$ cat config.mk
export PLATFORM = sky130hd
export DESIGN_NAME = cpu_mem_arbiter_flat
export DESIGN_NICKNAME = d
export VERILOG_FILES = /design/src/rtl/cpu_mem_arbiter_pkg.sv /design/src/rtl/cpu_mem_arbiter_if.sv /design/src/rtl/cpu_mem_arbiter_picker.sv /design/src/rtl/cpu_mem_arbiter.sv /design/src/flat_wrapper.sv
export SDC_FILE = /design/constraint.sdc
export NUM_CORES = 1
export LEC_CHECK = 0
export BUFFER_PORTS_ARGS = -buffer_cell sky130_fd_sc_hd__buf_2
export CORE_UTILIZATION = 51
export CTS_BUF_LIST = sky130_fd_sc_hd__clkbuf_2 sky130_fd_sc_hd__clkbuf_4 sky130_fd_sc_hd__clkbuf_8
export DETAILED_ROUTE_END_ITERATION = 10
export PLACE_DENSITY_LB_ADDON = 0.15
export SYNTH_ARGS = -nofsm -noshare
export SYNTH_HDL_FRONTEND = slang
export SYNTH_SLANG_ARGS = --single-unit
export TNS_END_PERCENT = 50
$ cat constraint.sdc
create_clock -name clk -period 3.7 [get_ports clk]
set_input_delay 0.37 -clock clk [delete_from_list [all_inputs] [get_ports clk]]
set_output_delay 0.37 -clock clk [all_outputs]
set_load 0.05 [all_outputs]
$ cat src/rtl/cpu_mem_arbiter_pkg.sv
// Shared types for the CPU memory arbiter: LC-3b word, FSM states and port identifiers.
package cpu_mem_arbiter_pkg;

    localparam int LC3B_W = 16;

    typedef logic [LC3B_W-1:0] lc3b_word;

    typedef enum logic [1:0] {
        IDLE,
        BUSY,
        RESP
    } mem_arb_state_t;

    typedef enum logic {
        PORT_I,
        PORT_D
    } mem_port_t;

endpackage

$ cat src/rtl/cpu_mem_arbiter_if.sv
// Bundle of CPU-side port signals and the physical memory port around the arbiter.
interface cpu_mem_arbiter_if #(
    parameter int ADDR_W = 16,
    parameter int DATA_W = 16
);

    logic [ADDR_W-1:0] mem_addr1;
    logic              mem_read1;
    logic [DATA_W-1:0] mem_rdata1;
    logic              mem_resp1;

    logic [ADDR_W-1:0] mem_addr2;
    logic              mem_read2;
    logic              mem_write2;
    logic [DATA_W-1:0] mem_wdata2;
    logic [DATA_W-1:0] mem_rdata2;
    logic              mem_resp2;

    logic [ADDR_W-1:0] pmem_address;
    logic              pmem_read;
    logic              pmem_write;
    logic [DATA_W-1:0] pmem_wdata;
    logic [DATA_W-1:0] pmem_rdata;
    logic              pmem_resp;

    // Arbiter view.
    modport slave (
        input  mem_addr1, mem_read1,
        output mem_rdata1, mem_resp1,
        input  mem_addr2, mem_read2, mem_write2, mem_wdata2,
        output mem_rdata2, mem_resp2,
        output pmem_address, pmem_read, pmem_write, pmem_wdata,
        input  pmem_rdata, pmem_resp
    );

    // Environment view: the CPU datapath plus the physical memory.
    modport master (
        output mem_addr1, mem_read1,
        input  mem_rdata1, mem_resp1,
        output mem_addr2, mem_read2, mem_write2, mem_wdata2,
        input  mem_rdata2, mem_resp2,
        input  pmem_address, pmem_read, pmem_write, pmem_wdata,
        output pmem_rdata, pmem_resp
    );

endinterface

$ cat src/rtl/cpu_mem_arbiter_picker.sv
// Combinational 2-way picker: fixed data-port priority or round-robin against the last served port.
module mem_arb_picker
    import cpu_mem_arbiter_pkg::*;
#(
    parameter bit DATA_FIRST = 1'b1
) (
    input  logic      req1_i,
    input  logic      req2_i,
    input  mem_port_t last_served_i,
    output mem_port_t grant_o
);

    always_comb begin
        grant_o = PORT_I;
        if (req1_i && req2_i) begin
            if (DATA_FIRST) begin
                grant_o = PORT_D;
            end else begin
                grant_o = (last_served_i == PORT_D) ? PORT_I : PORT_D;
            end
        end else if (req2_i) begin
            grant_o = PORT_D;
        end
    end

endmodule

$ cat src/rtl/cpu_mem_arbiter.sv
// Serialises the instruction-fetch and data ports onto one physical memory port.
//   state | meaning
//   IDLE  | sample requests, grant one and latch it
//   BUSY  | pmem strobe held from the request register until pmem_resp
//   RESP  | one-cycle resp pulse to the granted port
module cpu_mem_arbiter
    import cpu_mem_arbiter_pkg::*;
#(
    parameter int ADDR_W     = 16,
    parameter int DATA_W     = 16,
    parameter bit DATA_FIRST = 1'b1
) (
    input logic               clk,
    input logic               reset,
    cpu_mem_arbiter_if.slave  bus
);

    mem_arb_state_t    state_q;
    mem_port_t         port_q;
    mem_port_t         last_served_q;
    logic [ADDR_W-1:0] addr_q;
    logic [DATA_W-1:0] wdata_q;
    logic              write_q;
    logic              pmem_read_q;
    logic              pmem_write_q;
    logic [DATA_W-1:0] rdata1_q;
    logic [DATA_W-1:0] rdata2_q;
    logic              resp1_q;
    logic              resp2_q;

    logic              req1;
    logic              req2;
    mem_port_t         grant;
    logic [ADDR_W-1:0] addr_d;
    logic [DATA_W-1:0] wdata_d;
    logic              write_d;

    // read2 together with write2 counts as a single write request.
    assign req1 = bus.mem_read1;
    assign req2 = bus.mem_read2 | bus.mem_write2;

    mem_arb_picker #(
        .DATA_FIRST(DATA_FIRST)
    ) u_picker (
        .req1_i        (req1),
        .req2_i        (req2),
        .last_served_i (last_served_q),
        .grant_o       (grant)
    );

    always_comb begin
        addr_d  = bus.mem_addr1;
        wdata_d = '0;
        write_d = 1'b0;
        if (grant == PORT_D) begin
            addr_d  = bus.mem_addr2;
            wdata_d = bus.mem_wdata2;
            write_d = bus.mem_write2;
        end
    end

    always_ff @(posedge clk or posedge reset) begin
        if (reset) begin
            state_q       <= IDLE;
            port_q        <= PORT_I;
            last_served_q <= PORT_I;
            addr_q        <= '0;
            wdata_q       <= '0;
            write_q       <= 1'b0;
            pmem_read_q   <= 1'b0;
            pmem_write_q  <= 1'b0;
            rdata1_q      <= '0;
            rdata2_q      <= '0;
            resp1_q       <= 1'b0;
            resp2_q       <= 1'b0;
        end else begin
            resp1_q <= 1'b0;
            resp2_q <= 1'b0;
            case (state_q)
                IDLE: begin
                    if (req1 || req2) begin
                        port_q        <= grant;
                        last_served_q <= grant;
                        addr_q        <= addr_d;
                        wdata_q       <= wdata_d;
                        write_q       <= write_d;
                        pmem_read_q   <= ~write_d;
                        pmem_write_q  <= write_d;
                        state_q       <= BUSY;
                    end
                end
                BUSY: begin
                    if (bus.pmem_resp) begin
                        pmem_read_q  <= 1'b0;
                        pmem_write_q <= 1'b0;
                        // Writes leave the port's read data untouched.
                        if (!write_q && port_q == PORT_I) rdata1_q <= bus.pmem_rdata;
                        if (!write_q && port_q == PORT_D) rdata2_q <= bus.pmem_rdata;
                        resp1_q <= (port_q == PORT_I);
                        resp2_q <= (port_q == PORT_D);
                        state_q <= RESP;
                    end
                end
                RESP: begin
                    state_q <= IDLE;
                end
                default: begin
                    state_q <= IDLE;
                end
            endcase
        end
    end

    assign bus.pmem_address = addr_q;
    assign bus.pmem_wdata   = wdata_q;
    assign bus.pmem_read    = pmem_read_q;
    assign bus.pmem_write   = pmem_write_q;
    assign bus.mem_rdata1   = rdata1_q;
    assign bus.mem_rdata2   = rdata2_q;
    assign bus.mem_resp1    = resp1_q;
    assign bus.mem_resp2    = resp2_q;

endmodule

$ cat src/flat_wrapper.sv
// flat-port wrapper written by rule: the top's interface ports become plain ports
module cpu_mem_arbiter_flat import cpu_mem_arbiter_pkg::*;
#(
    parameter int ADDR_W     = 16,
    parameter int DATA_W     = 16,
    parameter bit DATA_FIRST = 1'b1
)
  (clk, reset, bus_mem_addr1, bus_mem_read1, bus_mem_rdata1, bus_mem_resp1, bus_mem_addr2, bus_mem_read2, bus_mem_write2, bus_mem_wdata2, bus_mem_rdata2, bus_mem_resp2, bus_pmem_address, bus_pmem_read, bus_pmem_write, bus_pmem_wdata, bus_pmem_rdata, bus_pmem_resp);
  cpu_mem_arbiter_if #(.ADDR_W(ADDR_W), .DATA_W(DATA_W)) bus_i ();
  input logic clk;
  input logic reset;
  input wire logic [$bits(bus_i.mem_addr1)-1:0] bus_mem_addr1;
  input wire logic [$bits(bus_i.mem_read1)-1:0] bus_mem_read1;
  output wire logic [$bits(bus_i.mem_rdata1)-1:0] bus_mem_rdata1;
  output wire logic [$bits(bus_i.mem_resp1)-1:0] bus_mem_resp1;
  input wire logic [$bits(bus_i.mem_addr2)-1:0] bus_mem_addr2;
  input wire logic [$bits(bus_i.mem_read2)-1:0] bus_mem_read2;
  input wire logic [$bits(bus_i.mem_write2)-1:0] bus_mem_write2;
  input wire logic [$bits(bus_i.mem_wdata2)-1:0] bus_mem_wdata2;
  output wire logic [$bits(bus_i.mem_rdata2)-1:0] bus_mem_rdata2;
  output wire logic [$bits(bus_i.mem_resp2)-1:0] bus_mem_resp2;
  output wire logic [$bits(bus_i.pmem_address)-1:0] bus_pmem_address;
  output wire logic [$bits(bus_i.pmem_read)-1:0] bus_pmem_read;
  output wire logic [$bits(bus_i.pmem_write)-1:0] bus_pmem_write;
  output wire logic [$bits(bus_i.pmem_wdata)-1:0] bus_pmem_wdata;
  input wire logic [$bits(bus_i.pmem_rdata)-1:0] bus_pmem_rdata;
  input wire logic [$bits(bus_i.pmem_resp)-1:0] bus_pmem_resp;
  assign bus_i.mem_addr1 = bus_mem_addr1;
  assign bus_i.mem_read1 = bus_mem_read1;
  assign bus_mem_rdata1 = bus_i.mem_rdata1;
  assign bus_mem_resp1 = bus_i.mem_resp1;
  assign bus_i.mem_addr2 = bus_mem_addr2;
  assign bus_i.mem_read2 = bus_mem_read2;
  assign bus_i.mem_write2 = bus_mem_write2;
  assign bus_i.mem_wdata2 = bus_mem_wdata2;
  assign bus_mem_rdata2 = bus_i.mem_rdata2;
  assign bus_mem_resp2 = bus_i.mem_resp2;
  assign bus_pmem_address = bus_i.pmem_address;
  assign bus_pmem_read = bus_i.pmem_read;
  assign bus_pmem_write = bus_i.pmem_write;
  assign bus_pmem_wdata = bus_i.pmem_wdata;
  assign bus_i.pmem_rdata = bus_pmem_rdata;
  assign bus_i.pmem_resp = bus_pmem_resp;
  cpu_mem_arbiter #(.ADDR_W(ADDR_W), .DATA_W(DATA_W), .DATA_FIRST(DATA_FIRST)) u_core (.clk(clk), .reset(reset), .bus(bus_i));
endmodule
### After elaboration in Yosys (flattened, before gate mapping)

Cells that the tools add are included.

| operators by class | value |
|---|---|
| bitwise operators | 3 |
| reduce and logical (&&, ||, !) cells | 12 |
| eq/ne operators | 3 |
| multiplexer cells | 17 |

Operators by type and width:

| kind | count |
|---|---|
| two-way mux 16 bit | 2 |
| two-way mux 1 bit | 10 |
| AND reduction 3 bit | 3 |
| two-way mux 2 bit | 2 |
| one-hot mux 1 bit (2 select lines) | 2 |
| one-hot mux 2 bit (2 select lines) | 1 |
| AND reduction 2 bit | 2 |
| logical AND 1 bit | 3 |
| equality test 2 x 1 -> 1 bit, second input constant | 1 |
| logical NOT 2 bit | 1 |
| inequality test 2 x 1 -> 1 bit, second input constant | 1 |
| inequality test 2 bit, second input constant | 1 |
| inverter 1 bit | 2 |
| nonzero test 2 bit | 1 |
| logical NOT 1 bit | 1 |
| logical OR 1 bit | 1 |
| bitwise OR 1 bit | 1 |

| storage, ports and cells | value |
|---|---|
| word-level logic and storage cells | 46 |
| flip-flop bits (word level) | 72 |
| output and inout port bits | 68 |

### Logic depth before layout (Yosys ltp)

Gate-level depths: netlist of run 1.

| depth | value |
|---|---|
| depth in word-level cells | 7 |
| mapped depth | 5 |
| mapped depth without buffers | 4 |

### Cells and area by module

A second synthesis of run 1 with hierarchy kept.

| second synthesis, totals | value |
|---|---|
| cells, all modules | 214 |
| area, all modules | 3084.2 um^2 |

Modules (own cells, without submodules):

| module | area an instance (um^2) | times used | cells each |
|---|---|---|---|
| cpu_mem_arbiter | 3080.5 | 1 | 213 |
| mem_arb_picker | 3.8 | 1 | 1 |

### Least setup slack after synthesis of run 1

No wires, ideal clock.

| timing path | value |
|---|---|
| kind | register to register |
| start | reg u_core.state_q[1] |
| end | reg u_core.rdata1_q[0] (netlist: u_core.bus.mem_rdata1[0]) |
| buffers on the path | 1 |
| setup time | 125 ps |
| arrival | 1375 ps |
| clock period less this slack | 1500 ps |
| path slack | 2200 ps |
| cell stages (with the launch flop) | 5 |
| path through | dfrtp_1 > nand3b_4 > nor3_4 > buf_4 > mux2_2 |

| between the ends | value |
|---|---|
| longest elaborated chain between the ends | 2 |

RTL lines:

| item | line | RTL |
|---|---|---|
| from (decl) | cpu_mem_arbiter.sv:18 | `mem_arb_state_t state_q;` |
| from (signal assigned) | cpu_mem_arbiter.sv:64 | `state_q <= IDLE;` |
| from (signal assigned) | cpu_mem_arbiter.sv:89 | `state_q <= BUSY;` |
| from (signal assigned) | cpu_mem_arbiter.sv:101 | `state_q <= RESP;` |
| equality test 2 x 1 -> 1 bit | cpu_mem_arbiter.sv:79 | `case (state_q)` |
| AND reduction 3 bit (no line) | - |  |
| to (signal assigned) | cpu_mem_arbiter.sv:97 | `if (!write_q && port_q == PORT_I) rdata1_q <= bus.pmem_rdata;` |
| to (decl) | cpu_mem_arbiter.sv:26 | `logic [DATA_W-1:0] rdata1_q;` |

Every way passes these cells.
A chain may end at the register's enable or synchronous reset.

### Final worst setup path of run 1

| timing path | value |
|---|---|
| start | reg u_core.state_q[1] |
| end | reg u_core.rdata1_q[12] (netlist: u_core.bus.mem_rdata1[12]) |

The elaborated chain is that of the path after synthesis.

==> metrics.md, run 1 <==
| Metric | Value |
|---|---|
| Number of max-cap violations | `0` |
| Share of synthesized registers carrying an async set or reset | `100.0%` |
| Root Driver | `clkbuf_8` |
| Post-layout instance area | `3811 um2` |
| CTS resizes | `0` |
| Crit-path max FO | `16` |
| Fmax | `around 560 MHz` |
| First-pass GRT wire length | `9577 um` |
| Cell Area, Synth | `between 2000 and 3000 um2` |
| Top cell type's share of synthesized area | `a little over 60%` |
| Synth top cells by count | `72 x dfrtp_1, 64 x mux2_2, 16 x a22o_1` |
| Initial antenna violation count | `0` |
| Hold Crit Class | `in2reg` |
| Area grow syn2layout | `31.35%` |
| Avg Inst Size Synth | `about 16 um2` |
| Final setup fails | `0` |
| Setup CP Type | `reg2reg` |
| Commonest register cell after synthesis | `dfrtp_1` |
| CTS Sinks | `72` |
| Die height | `77.43 um` |
| Period Utilization, post-route | `48.56%` |
| IO buf count | `about 140` |
| DR pass1 iterations | `6` |
| Initial core utilization | `52.69%` |
| Most numerous cell in the Yosys netlist | `dfrtp_1` |
| Routed WL | `approximately 5800 um` |
| Global Route Usage Sum | `a little over a fifth` |
| Largest net degree at the start of global routing | `between 50 and 60` |
| Vias | `around 2.0k` |
| Final Hold Vio Count | `0` |
| Remaining DRCs | `0` |
| Wire length per cell | `between 10 and 15 um` |
| Data required time of the worst path | `a little under 4 ns` |
| Outcome | `complete, no violations` |
| Max Slew Vio Count | `0` |
| Syn nets | `approximately 250` |
| Seq cells post-synth | `72` |
| Reg2Reg Depth | `3` |
| Routed Antenna Nets | `0` |
| Clk buf depth | `2` |
| HP Start | `bus_mem_wdata2[2]` |
| Leading area contributor after synthesis | `dfrtp_1` |
| Largest cells by area after synthesis | `dfrtp_1 62%, mux2_2 25%, a22o_1 4.8%` |
| Io pins | `between 100 and 150` |
| Fin Setup TNS | `0 ns` |
| Clk_lat worst skew | `approximately 0.33 ns` |
| Clk_skew | `around 0.0065 ns` |
| CTS tree | `done` |
| Worst-margin pin slew | `roughly 1.0 ns` |
| Arr. time, crit path | `about 2 ns` |
| EDFF count, synth | `0` |
| Drt initial violations | `119` |
| CTS Buf Count | `9` |
| Die extent in x | `a little under 80 um` |
| Worst slew margin | `between 30% and 40%` |
| Post-CTS Hold Buffers | `0` |
| # H-tree levels | `3` |
| Vias per cell | `between 4 and 5` |
| Layout Nets | `slightly below 400` |
| Worst Hold Depth | `2` |
| RSZ-0062 raised after global routing | `false` |
| Final-layout fill cell count | `approximately 410` |
| R2r startpoint | `u_core.state_q[1]` |
| Fraction of layout cells with a size suffix above 1 | `a little over two thirds` |
| Rows | `27` |
| Core ar. | `approximately 5500 um2` |
| Flop-to-flop setup slack | `1.90 ns` |
| Sequential fraction of the synthesis area | `between 60 and 70%` |
| Synth cell types | `21` |
| Grt ovf | `0` |
| DP Wirelength | `4175 um` |
| Worst-path clk slew | `0.07 ns` |
| # diodes | `0` |
| RePlAce Congestion | `0.7645` |
| Syn. warnings | `0` |
| Total Die Area | `between 5000 and 6000 um2` |
| Worst Setup Start Kind | `register` |
| Cells after synthesis | `179` |
| Vias in the first global route | `2033` |
| Post-DP Area | `~3600 um2` |
| Final period demand of the worst path | `roughly 1.8 ns` |
| CP Capture Type | `register` |
| Setup bufs post-CTS | `0` |
| RR Endpoint | `u_core.bus.mem_rdata1[12]` |
| Hold EP | `u_core.bus.pmem_wdata[2]` |
| Final core occ | `between 60 and 70%` |
worst max-delay path, stage by stage, from the launching register on:
cell      delay, ns
dfrtp_1        0.42
nand3b_4       0.21
nor3_4         0.63
mux2_2         0.41
metrics by stage:
stage               cells  setup WS (ns)  hold WS, ns
floorplan             179          1.505       0.4598
global placement      383          1.741       0.4823
detailed placement    383          1.687       0.4873
CTS                   399          1.884       0.2343
global route          399          1.770       0.2369
finish                399          1.903       0.2520
metal layers:
layer  vias to the layer above  share of wire, %  GRT usage (%)
met5                         -                 0              0
met4                         0               1.7          10.75
met3                        10               7.3          6.235
met2                        79                48          32.21
met1                       959                43          26.52
li1                        940                 -              -
cell usage in the layout (no fill, tap or decap):
cell,n
a21o_1,2
buf_2,137
nand3b_4,2
o31ai_4,1
nand2_1,2
and2_1,2
nor2_4,1
a22o_1,16
clkinvlp_4,1
clkbuf_4,3
mux2i_1,1
nor3_4,1
nor2_1,2
clkbuf_8,10
mux2_2,64
or2b_1,1
nor3_2,1
o21ai_0,1
dfrtp_1,72
clkinv_2,2
a31o_2,1
inv_2,2
buf_4,2
how the worst max path moves through the flow:
stage	startpoint	endpoint	slack, ns	cells after the start
floorplan	reset	u_core.bus.mem_rdata1[0]	1.51	1
global placement	bus_mem_write2	u_core.bus.pmem_wdata[7]	1.74	4
detailed placement	bus_mem_write2	u_core.bus.pmem_wdata[14]	1.69	4
CTS	u_core.state_q[1]	u_core.bus.mem_rdata1[2]	1.88	3
global route	u_core.state_q[1]	u_core.bus.mem_rdata1[10]	1.77	3
finish	u_core.state_q[1]	u_core.bus.mem_rdata1[12]	1.90	3
final cells by class:
type	count	area (um2)	area share (%)
Sequential cell	72	1802	47.28
Multi-Input combinational cell	98	1033	27.12
Timing Repair Buffer	139	700.7	18.38
Clock buffer	13	160.2	4.202
Tap cell	72	90.09	2.364
Clock inverter	3	17.52	0.4596
Inverter	2	7.507	0.1970
logic make-up (layout without fill, tap and decap cells):
family / count (synthesis) / count (layout) / share of synthesized area, %
compound gates: 21 / 21 / 6.554
buf+inv: 9 / 157 / 2.285
flops: 72 / 72 / 62.10
mux: 65 / 65 / 25.18
simple gates: 12 / 12 / 3.881
flip-flops by register name, indices dropped and copies added (netlist names):
name	cells
u_core.bus.mem_resp2	1
u_core.bus.pmem_address	16
u_core.port_q	1
u_core.bus.pmem_wdata	16
u_core.bus.mem_rdata2	16
u_core.write_q	1
u_core.bus.mem_rdata1	16
u_core.bus.mem_resp1	1
u_core.bus.pmem_write	1
u_core.state_q	2
u_core.bus.pmem_read	1
Power of run 1 is left out: the tool's default activity adds up to more than one toggle a clock period on the data nets, which glitch-free logic cannot reach.
==> run 2: changes to the inputs <==
- ABC_AREA: not set -> 1
- CORE_UTILIZATION: 51 -> 44
- clock period: 3.7 -> 1.6 ns (I/O delays scaled with it)
==> run 2 against run 1 <==
- critical path depth grew 1
- setup slack worse by 1.7 ns
- sequential share of layout area shrank 3.0 points
- final cell count grew 53%
- synthesized cell count is 100% higher
- design area is 6.7% higher
==> metrics.md, run 2 <==
| Metric | Value |
|---|---|
| Setup CP Type | `reg2reg` |
| IO buf count | `about 140` |
| Die extent in x | `around 86 um` |
| Final-layout fill cell count | `650` |
| Routed WL | `about 7200 um` |
| Top cell type's share of synthesized area | `around 60%` |
| Initial core utilization | `45.47%` |
| Most numerous cell in the Yosys netlist | `nand2_1` |
| Leading area contributor after synthesis | `dfrtp_1` |
| Fmax | `roughly 730 MHz` |
| RePlAce Congestion | `0.7525` |
| CTS tree | `done` |
| CTS Buf Count | `9` |
| RSZ-0062 raised after global routing | `false` |
| Clk_skew | `about 0.0077 ns` |
| Leak pwr | `around 2.4 nW` |
| Vias per cell | `between 4 and 5` |
| Hold Crit Class | `in2reg` |
| Worst-margin pin slew | `slightly above 0.5 ns` |
| Rows | `30` |
| Data required time of the worst path | `1.80 ns` |
| Final core occ | `approximately 60%` |
| Vias in the first global route | `roughly 2.7k` |
| Area grow syn2layout | `31.67%` |
| Power, Total | `~10 mW` |
| Vias | `around 2.8k` |
| Global Route Usage Sum | `a little over a fifth` |
| Initial antenna violation count | `0` |
| Worst-path clk slew | `about 0.080 ns` |
| Io pins | `roughly 140` |
| First-pass GRT wire length | `approximately 12000 um` |
| PD cells | `2460 nW/um2` |
| Seq cells post-synth | `72` |
| Syn. warnings | `0` |
| Share of synthesized registers carrying an async set or reset | `100.0%` |
| Number of max-cap violations | `0` |
| Die height | `about 86 um` |
| Final Hold Vio Count | `0` |
| Highest-count cells in the layout ignoring fill and taps | `222 x nand2_1, 137 x buf_2, 72 x dfrtp_1, 33 x nand3_1, 9 x clkbuf_8` |
| Crit-path max FO | `37` |
| Final period demand of the worst path | `approximately 1.4 ns` |
| Fraction of layout cells with a size suffix above 1 | `roughly a third` |
| Cell Area, Synth | `a little over 3000 um2` |
| CP Capture Type | `register` |
| Root Driver | `clkbuf_8` |
| Largest net degree at the start of global routing | `38` |
| Period Utilization, post-route | `85.10%` |
| Layout Nets | `579` |
| Commonest register cell after synthesis | `dfrtp_1` |
| Total Die Area | `approximately 7400 um2` |
| Worst Setup Start Kind | `register` |
| Arr. time, crit path | `between 1.5 and 2 ns` |
| Fin Setup TNS | `0 ns` |
| Avg Inst Size Synth | `roughly 8.4 um2` |
| Routed Antenna Nets | `0` |
| Worst slew margin | `66.00%` |
| DR pass1 iterations | `4` |
| Outcome | `complete, no violations` |
| Drt initial violations | `86` |
| Clk_lat worst skew | `between 0.3 and 0.4 ns` |
| EDFF count, synth | `0` |
| Cells after synthesis | `roughly 370` |
| Final setup fails | `0` |
| Worst hold slack | `0.03747 ns` |
| Max Slew Vio Count | `0` |
| CTS Sinks | `a little over 70` |
| Sequential fraction of the synthesis area | `between 50% and 60%` |
| Leading cell type in the layout, fill and taps excluded | `nand2_1` |
| # diodes | `0` |
| Remaining DRCs | `0` |
| Clk buf depth | `2` |
| Synth cell types | `16` |
| Largest cells by area after synthesis | `dfrtp_1 58%, nand2_1 27%, nand3_1 5.3%` |
| VDD IR-drop max | `between 1000 and 1500 uV` |
| Syn nets | `436` |
| Synth top cells by count | `222 x nand2_1, 72 x dfrtp_1, 33 x nand3_1` |
| # H-tree levels | `3` |
| Wire length per cell | `approximately 12 um` |
| CTS resizes | `0` |
| Core ar. | `between 6000 and 7000 um2` |
| DP Wirelength | `a little over 5000 um` |
| Grt ovf | `0` |
==> run 2: final cells by class <==
class                           instances  area [um2]  share of cell area (%)
Clock buffer                           10       131.4                   3.230
Clock inverter                          6       60.06                   1.476
Inverter                                9       37.54                  0.9228
Multi-Input combinational cell        270        1129                   27.75
Sequential cell                        72        1802                   44.29
Tap cell                               96       120.1                   2.953
Timing Repair Buffer                  147       788.3                   19.38
==> run 2: worst paths after layout <==
| path | from | to | slack, ns | cells after the start |
|---|---|---|---|---|
| min in group asynchronous | reset | u_core.bus.pmem_wdata[10] | 0.41 | 3 |
| min reg2reg | u_core.bus.mem_rdata1[14] | u_core.bus.mem_rdata1[14] | 0.47 | 2 |
| min | bus_pmem_rdata[5] | u_core.bus.mem_rdata2[5] | 0.04 | 3 |
| max in group asynchronous | reset | u_core.bus.mem_rdata1[4] | 0.69 | 4 |
| max reg2reg | u_core.state_q[0] | u_core.write_q | 0.24 | 4 |
| max | u_core.state_q[0] | u_core.write_q | 0.24 | 4 |
==> run 2: routing by layer <==
| metal | part of all wire (%) | routed length [um] | vias up | global-route usage (%) |
|---|---|---|---|---|
| li1 | - | - | 1410 | - |
| met1 | 48 | 3443 | 1261 | 27.49 |
| met2 | 45 | 3233 | 93 | 34.91 |
| met3 | 6.1 | 436 | 5 | 4.139 |
| met4 | 0.63 | 45 | 0 | 6.818 |
| met5 | 0 | 0 | - | 0 |
==> run 2: stage by stage <==
step                worst slack (ns)  area [um2]  instances
finish                        0.2383        4068        610
global route                 0.05361        4068        610
CTS                           0.1996        4068        610
detailed placement            0.2139        3866        593
global placement              0.2575        3866        593
floorplan                     0.4602        3093        366
==> run 2: power by group <==
part	switching, mW	total [mW]	internal (mW)
Combinational	4.30	5.49	1.19
Clock	0.669	1.40	0.729
Sequential	0.459	3.12	2.66
Total	5.43	10.0	4.58
==> run 2: logic make-up after synthesis <==
group / synth area share, %
flops: 58.32
simple gates: 36.21
buf+inv: 5.144
compound gates: 0.3240
==> run 2: repair_timing <==
item	4_1_cts	5_1_grt
buffers inserted	0	0
hold buffers	1	0
hold endpoints to repair	20	0
==> run 2: critical path, stage by stage (launching register included) <==
cell and delay (ns):
dfrtp_1 0.43, nor2_2 0.31, nand2_4 0.29, nand2_1 0.12, o21ai_0 0.08
Note: power is estimated with default switching activity, not from simulation.
